**src/rtl/uart_pkg.sv**
```systemverilog
// Shared UART types: TX state encoding and the per-frame line configuration.
// Pure declarations; no latency or flow control of its own.
package uart_pkg;

    localparam int DATA_BITS = 8;

    typedef enum logic [2:0] {
        IDLE,
        START,
        DATA,
        PARITY,
        STOP
    } uart_tx_state_e;

    typedef struct packed {
        logic parity_en;
        logic parity_odd;
        logic two_stop;
    } uart_cfg_t;

endpackage

```
**src/rtl/uart_baud_tick.sv**
```systemverilog
// Bit-period timer: reloads on load/bit end and pulses bit_end_o for one cycle every div_i+1 enabled cycles.
// No backpressure; load_i takes priority and restarts the period.
module uart_baud_tick #(
    parameter int DIV_W = 16
) (
    input  logic             clk_i,
    input  logic             rst_i,
    input  logic             load_i,
    input  logic             en_i,
    input  logic [DIV_W-1:0] div_i,
    output logic             bit_end_o
);

    logic [DIV_W-1:0] cnt_q;
    logic [DIV_W-1:0] cnt_d;

    assign bit_end_o = en_i && (cnt_q == '0);

    always_comb begin
        cnt_d = cnt_q;
        if (load_i || bit_end_o) begin
            cnt_d = div_i;
        end else if (en_i) begin
            cnt_d = cnt_q - 1'b1;
        end
    end

    always_ff @(posedge clk_i or posedge rst_i) begin
        if (rst_i) begin
            cnt_q <= '0;
        end else begin
            cnt_q <= cnt_d;
        end
    end

endmodule

```
**src/rtl/uart_tx_core.sv**
```systemverilog
// UART transmitter: valid/ready byte in, idle-high serial frame out; line changes 1 cycle after accept.
// Ready only in IDLE or the final cycle of the last stop bit, allowing zero-gap back-to-back frames.
module uart_tx_core
    import uart_pkg::*;
#(
    parameter int DIV_W     = 16,
    parameter int DATA_BITS = 8
) (
    input  logic             clk_i,
    input  logic             rst_i,
    input  logic [DIV_W-1:0] baud_div_i,
    input  logic             parity_en_i,
    input  logic             parity_odd_i,
    input  logic             two_stop_i,
    input  logic [7:0]       tx_data_i,
    input  logic             tx_valid_i,
    output logic             tx_ready_o,
    output logic             tx_o,
    output logic             busy_o
);

    uart_tx_state_e   state_q, state_d;
    logic [2:0]       idx_q, idx_d;
    logic             stop_q, stop_d;
    logic [7:0]       data_q, data_d;
    logic             par_q, par_d;
    uart_cfg_t        cfg_q, cfg_d;
    logic [DIV_W-1:0] div_q, div_d;
    logic             tx_q, tx_d;
    logic             bit_end;
    logic             accept;

    assign busy_o     = (state_q != IDLE);
    assign tx_o       = tx_q;
    assign tx_ready_o = (state_q == IDLE) ||
                        ((state_q == STOP) && bit_end && (stop_q || !cfg_q.two_stop));
    assign accept     = tx_valid_i && tx_ready_o;

    // A frame accepted in the last stop cycle must time its start bit with the new divider.
    uart_baud_tick #(.DIV_W(DIV_W)) u_tick (
        .clk_i     (clk_i),
        .rst_i     (rst_i),
        .load_i    (accept),
        .en_i      (busy_o),
        .div_i     (accept ? baud_div_i : div_q),
        .bit_end_o (bit_end)
    );

    always_comb begin
        state_d = state_q;
        idx_d   = idx_q;
        stop_d  = stop_q;
        data_d  = data_q;
        par_d   = par_q;
        cfg_d   = cfg_q;
        div_d   = div_q;
        tx_d    = 1'b1;

        case (state_q)
            IDLE: begin
                if (accept) state_d = START;
            end
            START: begin
                if (bit_end) begin
                    state_d = DATA;
                    idx_d   = '0;
                end
            end
            DATA: begin
                if (bit_end) begin
                    idx_d = idx_q + 1'b1;
                    if (idx_q == 3'(DATA_BITS - 1)) begin
                        state_d = cfg_q.parity_en ? PARITY : STOP;
                        stop_d  = 1'b0;
                    end
                end
            end
            PARITY: begin
                if (bit_end) begin
                    state_d = STOP;
                    stop_d  = 1'b0;
                end
            end
            STOP: begin
                if (bit_end) begin
                    if (!stop_q && cfg_q.two_stop) begin
                        stop_d = 1'b1;
                    end else begin
                        state_d = accept ? START : IDLE;
                    end
                end
            end
            default: state_d = IDLE;
        endcase

        if (accept) begin
            data_d = tx_data_i;
            par_d  = (^tx_data_i) ^ parity_odd_i;
            cfg_d  = '{parity_en: parity_en_i, parity_odd: parity_odd_i, two_stop: two_stop_i};
            div_d  = baud_div_i;
        end

        // Line value is registered from the next state so tx_o has no combinational path.
        case (state_d)
            START:   tx_d = 1'b0;
            DATA:    tx_d = data_d[idx_d];
            PARITY:  tx_d = par_d;
            default: tx_d = 1'b1;
        endcase
    end

    always_ff @(posedge clk_i or posedge rst_i) begin
        if (rst_i) begin
            state_q <= IDLE;
            idx_q   <= '0;
            stop_q  <= 1'b0;
            data_q  <= '0;
            par_q   <= 1'b0;
            cfg_q   <= '0;
            div_q   <= '0;
            tx_q    <= 1'b1;
        end else begin
            state_q <= state_d;
            idx_q   <= idx_d;
            stop_q  <= stop_d;
            data_q  <= data_d;
            par_q   <= par_d;
            cfg_q   <= cfg_d;
            div_q   <= div_d;
            tx_q    <= tx_d;
        end
    end

endmodule
```
**config.mk**
```make
export PLATFORM = sky130hd
export DESIGN_NAME = uart_tx_core
export DESIGN_NICKNAME = d
export VERILOG_FILES = /design/src/rtl/uart_pkg.sv /design/src/rtl/uart_baud_tick.sv /design/src/rtl/uart_tx_core.sv
export SDC_FILE = /design/constraint.sdc
export NUM_CORES = 1
export LEC_CHECK = 0
export ABC_AREA = 1
export BUFFER_PORTS_ARGS = -buffer_cell sky130_fd_sc_hd__clkbuf_2
export CAP_MARGIN = 20
export CORE_UTILIZATION = 57
export DETAILED_ROUTE_END_ITERATION = 8
export PLACE_DENSITY = 0.78
export SLEW_MARGIN = 15
export SYNTH_ARGS = -nofsm -noshare
export SYNTH_HDL_FRONTEND = slang
export SYNTH_SLANG_ARGS = --single-unit
export TNS_END_PERCENT = 50
```
**constraint.sdc**
```tcl
create_clock -name clk_i -period 6.1 [get_ports clk_i]
set_input_delay 0.61 -clock clk_i [delete_from_list [all_inputs] [get_ports clk_i]]
set_output_delay 0.61 -clock clk_i [all_outputs]
set_load 0.005 [all_outputs]
```
Yosys cells after proc, flatten, opt, wreduce, memory -nomap -nowiden
Cells that the tools add are included.
{"block": "totals", "ff_bits": 51, "inputBits": 30, "output_inout_bits": 3, "wordCells": 71}
{"block": "op_classes", "n_addsub": 2, "order_cmp": 1, "n_eq_ne": 13, "muxes": 27, "bitwise": 1, "reduce_logical": 17}
{"op": "two-way mux 16 bit", "count": 3}
{"op": "two-way mux 3 bit", "count": 10}
{"op": "zero test 16 bit", "count": 1}
{"op": "subtractor 16 x 1 -> 16 bit (second input constant)", "count": 1}
{"op": "case mux 3 bit (5 select lines)", "count": 1}
{"op": "equality test 3 x 2 -> 1 bit (second input constant)", "count": 4}
{"op": "two-way mux 1 bit", "count": 8}
{"op": "two-way mux 8 bit", "count": 1}
{"op": "!= test 2 bit (second input constant)", "count": 4}
{"op": "parity 8 bit", "count": 1}
{"op": "equality test 3 x 1 -> 1 bit (second input constant)", "count": 2}
{"op": "equality test 3 bit (second input constant)", "count": 2}
{"op": "case mux 1 bit (3 select lines)", "count": 2}
{"op": "case mux 3 bit (2 select lines)", "count": 1}
{"op": "AND reduction 6 bit", "count": 1}
{"op": "nonzero test 3 bit", "count": 2}
{"op": "logical AND 1 bit", "count": 5}
{"op": "< comparator 3 x 4 -> 1 bit (second input constant)", "count": 1}
{"op": "adder 3 x 1 -> 3 bit (second input constant)", "count": 1}
{"op": "binary-select mux 1 bit (select 3 bit)", "count": 1}
{"op": "zero test 3 bit", "count": 1}
{"op": "logical OR 1 bit", "count": 3}
{"op": "zero test 1 bit", "count": 2}
{"op": "!= test 2 x 1 -> 1 bit (second input constant)", "count": 1}
{"op": "other kinds (2)", "count": 2}

Depth between registers and ports, before layout
{"block": "depth", "word_depth": 12, "mapped_depth": 18, "mapped_depth_nobuf": 18}

By module
Synthesis repeated with hierarchy kept, for this count alone.
{"block": "hier_totals", "hier_cells": 426, "hier_area_um2": 3069.2}
{"module": "uart_tx_core", "n_inst": 1, "cells_per_inst": 243, "area_per_inst_um2": 1876.8, "seq_area_each_um2": 877.1}
{"module": "uart_baud_tick", "n_inst": 1, "cells_per_inst": 183, "area_per_inst_um2": 1192.4, "seq_area_each_um2": 400.4}

Worst setup path before layout
Ideal clock, no wire load.
{"block": "synth_timing", "kind": "flip-flop to flip-flop", "from": "reg u_tick.cnt_q[0]", "to": "reg tx_q (netlist: tx_o)", "setup_ns": 0.064, "arrival_time_ns": 2.100, "t_required_ns": 6.036, "slack_ns": 3.936, "path_stages_with_launch": 18, "path_buffers": 0, "period_less_slack_ns": 2.164, "path_cell_list": "dfrtp_1 -> inv_1 -> ha_1 -> nand2_2 -> nor2_4 -> nand2_2 -> nor2_4 -> inv_2 -> ha_1 -> nor2_1 -> nor2_4 -> inv_1 -> nand3_1 -> nand3_1 -> nand2_1 -> nand2_1 -> nand3_1 -> nand3_1"}
{"block": "synth_via", "word_cells_on_any_way": 25, "classes_between": "3 x eq/ne; 16 x mux; 6 x reduce/logical"}
{"item": "start: declaration", "line": "uart_baud_tick.sv:14", "source": "logic [DIV_W-1:0] cnt_q;"}
{"item": "start signal: assignment", "line": "uart_baud_tick.sv:32", "source": "cnt_q <= cnt_d;"}
{"item": "zero test 16 bit *", "line": "uart_baud_tick.sv:17", "source": "assign bit_end_o = en_i && (cnt_q == '0);"}
{"item": "logical AND 1 bit *", "line": "uart_baud_tick.sv:17"}
{"item": "two-way mux 3 bit, on equally long branches", "line": "uart_tx_core.sv:70, uart_tx_core.sv:64"}
{"item": "case mux 3 bit (2 select lines) *", "line": "uart_tx_core.sv:59", "source": "case (state_q)"}
{"item": "via idx_d[0]", "line": "uart_tx_core.sv:23", "source": "logic [2:0] idx_q, idx_d;"}
{"item": "binary-select mux 1 bit (select 3 bit) *", "line": "uart_tx_core.sv:106", "source": "DATA: tx_d = data_d[idx_d];"}
{"item": "two-way mux 1 bit (implied by the code) *", "line": "uart_tx_core.sv:106"}
{"item": "case mux 1 bit (3 select lines) *", "line": "uart_tx_core.sv:104", "source": "case (state_d)"}
{"item": "via tx_d", "line": "uart_tx_core.sv:29", "source": "logic tx_q, tx_d;"}
{"item": "end signal: assignment", "line": "uart_tx_core.sv:130", "source": "tx_q <= tx_d;"}
{"item": "end: declaration", "line": "uart_tx_core.sv:29"}
The timed path passes the listed nets; every way through them passes the cells marked *. The select of a mux whose other input is x is not followed.
A chain may end at the register's enable or synchronous reset.

Worst setup path after layout
Same ends and word-level chain as after synthesis.

==> out/qor.yml <==
floorplan:
  dieArea_sq_um: 5580
  initial_core_util_pct: 59.0
  core_area_sq_um: 5110
  die_h_um: 74.7
  io_pins: 33
  rows: 26
  die_x_um: 74.7
sta:
  final-hold-violation-count: 0
  maxSlewViolCount: 0
  fmax_ghz: 0.425
  rsz0062_at_grt: "no"
  relSlewSlack_pct: 42.1
  fin_crit_ns: 2.36
  setup_viol: 0
  skew_ns: 0.00472
  post-route-period-util_pct: 38.6
  fin_tns_setup_ns: 0
  tightest_slew_ns: 0.868
  whs_ns: 0.436
grt:
  grt_pass1_vias: 2291
  grt_max_degree: 52
  grt_pass1_wl_mm: 10.0
  grtUsageTotal_pct: 23.8
  grt_overflow: 0
  antenna_found_initial: 0
route:
  first_pass_iters: 4
  vias_per_cell: 5.08
  drt_wl_total_mm: 5.92
  drt_iter0_drc: 115
  drtAntennaViolNets: 0
  drc: 0
  vias: 2379
  wl_per_cell_um: 12.7
cts:
  cts_buffer_depth: 2
  clkTransAtPathRegs_ns: 0.09
  cts_setup_buffers: 0
  clock-sinks: 51
  cts_htree_levels: 2
  cts_tree: "built"
  hold_buffers: 0
  root_buffer: "clkbuf_8"
  post_cts_resized: 0
  cts_buffers: 5
  clkLatencyLatePin_ns: 0.30
critical_path:
  max_stage_delay_ns: 0.37
  cp-start-kind: "flip-flop"
  critPathKind: "reg2reg"
  required_ns: 6.34
  crit_chain: "inv_1 > ha_1 > nand2_2 > nor2_4 > nand2_2 > nor2_4 > inv_2 > ha_1 > nor2_1 > nor2_4 > inv_1 > nand3_1 > nand3_1 > nand2_1 > nand2_1 > nand3_1 > nand3_1"
  crit_fanout: 6
  crit_path_frequent_cell: "nand3_1"
  cpMaxStageDelayCell: "dfrtp_1"
  cp.arrival_ns: 2.60
  path_delay_family: "simple AND/OR/NAND/NOR gates"
  cp_num_buf_inv: 3
  endpoint_kind: "flip-flop"
finish:
  multiInputGateArea_sq_um: 1450
  finalNonFillerCells: 468
  n_antenna_cell: 0
  drive_gt1_share_pct: 20.4
  area_growth_syn_to_layout_pct: 7.52
  seq_area_sq_um: 1280
  final_nets: 432
  fillerInstances: 464
synth:
  netlist_top_cells_area: "dfrtp_1 (42%), nand2_1 (9.5%), inv_1 (5.4%)"
  synth_area_sq_um: 3010
  synth_top_area_share_pct: 41.5
  ys_seq_area_share_pct: 42.4
  syn_nets: 403
  synth_cells: 368
  synth-seq-cells: 51
  yosys.area.top_type: "dfrtp_1"
  synth_cell_type_count: 45
  synth_edf_count: 0
  synthTopCellsByCount: "nand2_1 (76), dfrtp_1 (50), inv_1 (43), nor2_1 (32), nand3_1 (29)"
  avgSynthCellArea_sq_um: 8.19
  synth_most_common_cell: "nand2_1"
  synthArstFlopShare_pct: 100
  yosys_warnings: 0
  synth_flop_cell: "dfrtp_1"
outcome:
  status: "finished clean"
placement:
  dp.cells: 460
  dp_hpwl_mm: 4.30
  port_buffers: 32
  globalplace.congestion: 0.865
power_and_ir_drop:
  total_power_mw: 1.04
  ir_drop_mv: 0.181
  p_leak_nw: 1.61
  p_per_area_nw_per_um2: 320
worst_hold_path:
  hold_path_class: "in2async"
run:
  maxCapViolCount: 0
## cell type report
class                           instances  area share, %
Sequential cell                        51           39.4
Inverter                               48           5.68
Multi-Input combinational cell        259           44.8
Timing Repair Buffer                   32           4.94
Clock buffer                            8           2.47
Tap cell                               70           2.70
## layer usage
layer	up-vias	wire [um]	global-route usage (%)
met1	1098	2620	28.6
met3	7	136	4.55
met4	0	76	9.01
li1	1242	-	-
met2	32	3090	42.2
met5	-	0	0
## layout by cell type (no fill, tap or decap), drive strengths merged, types with 6 or more instances in the layout
| master | Yosys | final |
|---|---|---|
| nand2 | 90 | 90 |
| dfrtp | 50 | 50 |
| inv | 47 | 46 |
| nor2 | 43 | 43 |
| clkbuf | 2 | 40 |
| nand3 | 32 | 32 |
| o21ai | 27 | 27 |
| a21oi | 13 | 13 |
| and2 | 10 | 10 |
| xor2 | 7 | 7 |
| nand3b | 6 | 6 |
## worst reg2reg max path: stages, from the launching register on
cell and delay, ns:
dfrtp_1 0.37, inv_1 0.14, ha_1 0.18, nand2_2 0.07, nor2_4 0.13, nand2_2 0.12
nor2_4 0.15, inv_2 0.07, ha_1 0.27, nor2_1 0.18, nor2_4 0.08, inv_1 0.14
nand3_1 0.09, nand3_1 0.08, nand2_1 0.05, nand2_1 0.05, nand3_1 0.07, nand3_1 0.07
## path summary, 6_finish.rpt
| path | start | slack (ns) | depth (start not counted) | to |
|---|---|---|---|---|
| max | u_tick.cnt_q[0] | 3.74 | 17 | tx_o |
| min | rst_i | 0.44 | 2 | u_tick.cnt_q[6] |
| max reg2reg | u_tick.cnt_q[0] | 3.74 | 17 | tx_o |
| min reg2reg | div_q[1] | 0.48 | 2 | div_q[1] |
| max in group asynchronous | rst_i | 5.14 | 2 | idx_q[1] |
| min in group clk_i | div_q[1] | 0.48 | 2 | div_q[1] |
## kinds of logic after synthesis
family	Yosys count	share of synthesized area, %
AND/OR/NAND/NOR	186	31.1
multiplexers	3	0.997
adder cells (fa/ha/maj)	5	2.08
buffers and inverters	58	9.47
flip-flops	51	42.4
AO/OA/AOI/OAI	53	10.5
XOR/XNOR	12	3.49
## through the flow
step | setup WS (ns) | area, sq um | util (%)
final | 3.74 | 3240 | 63.4
after floorplan | 3.94 | 3010 | -
after global placement | 3.85 | 3160 | 61.8
after detailed placement | 3.77 | 3160 | 61.8
after CTS | 3.74 | 3240 | 63.4
after global routing | 3.44 | 3240 | 63.4
## report_power, final
part | internal, mW | leakage [nW] | switching, mW
combinational | 0.140 | 0.965 | 0.201
sequential | 0.446 | 0.601 | 0.0630
clock | 0.0818 | 0.0395 | 0.106
## sequential cells by signal (all words and copies together), names as in the netlist
register and flops:
cfg_q 2, data_q 8, div_q 16, idx_q 3
par_q 1, state_q 3, stop_q 1, tx_o 1
u_tick.cnt_q 16
(Power assumes the default switching activity.)
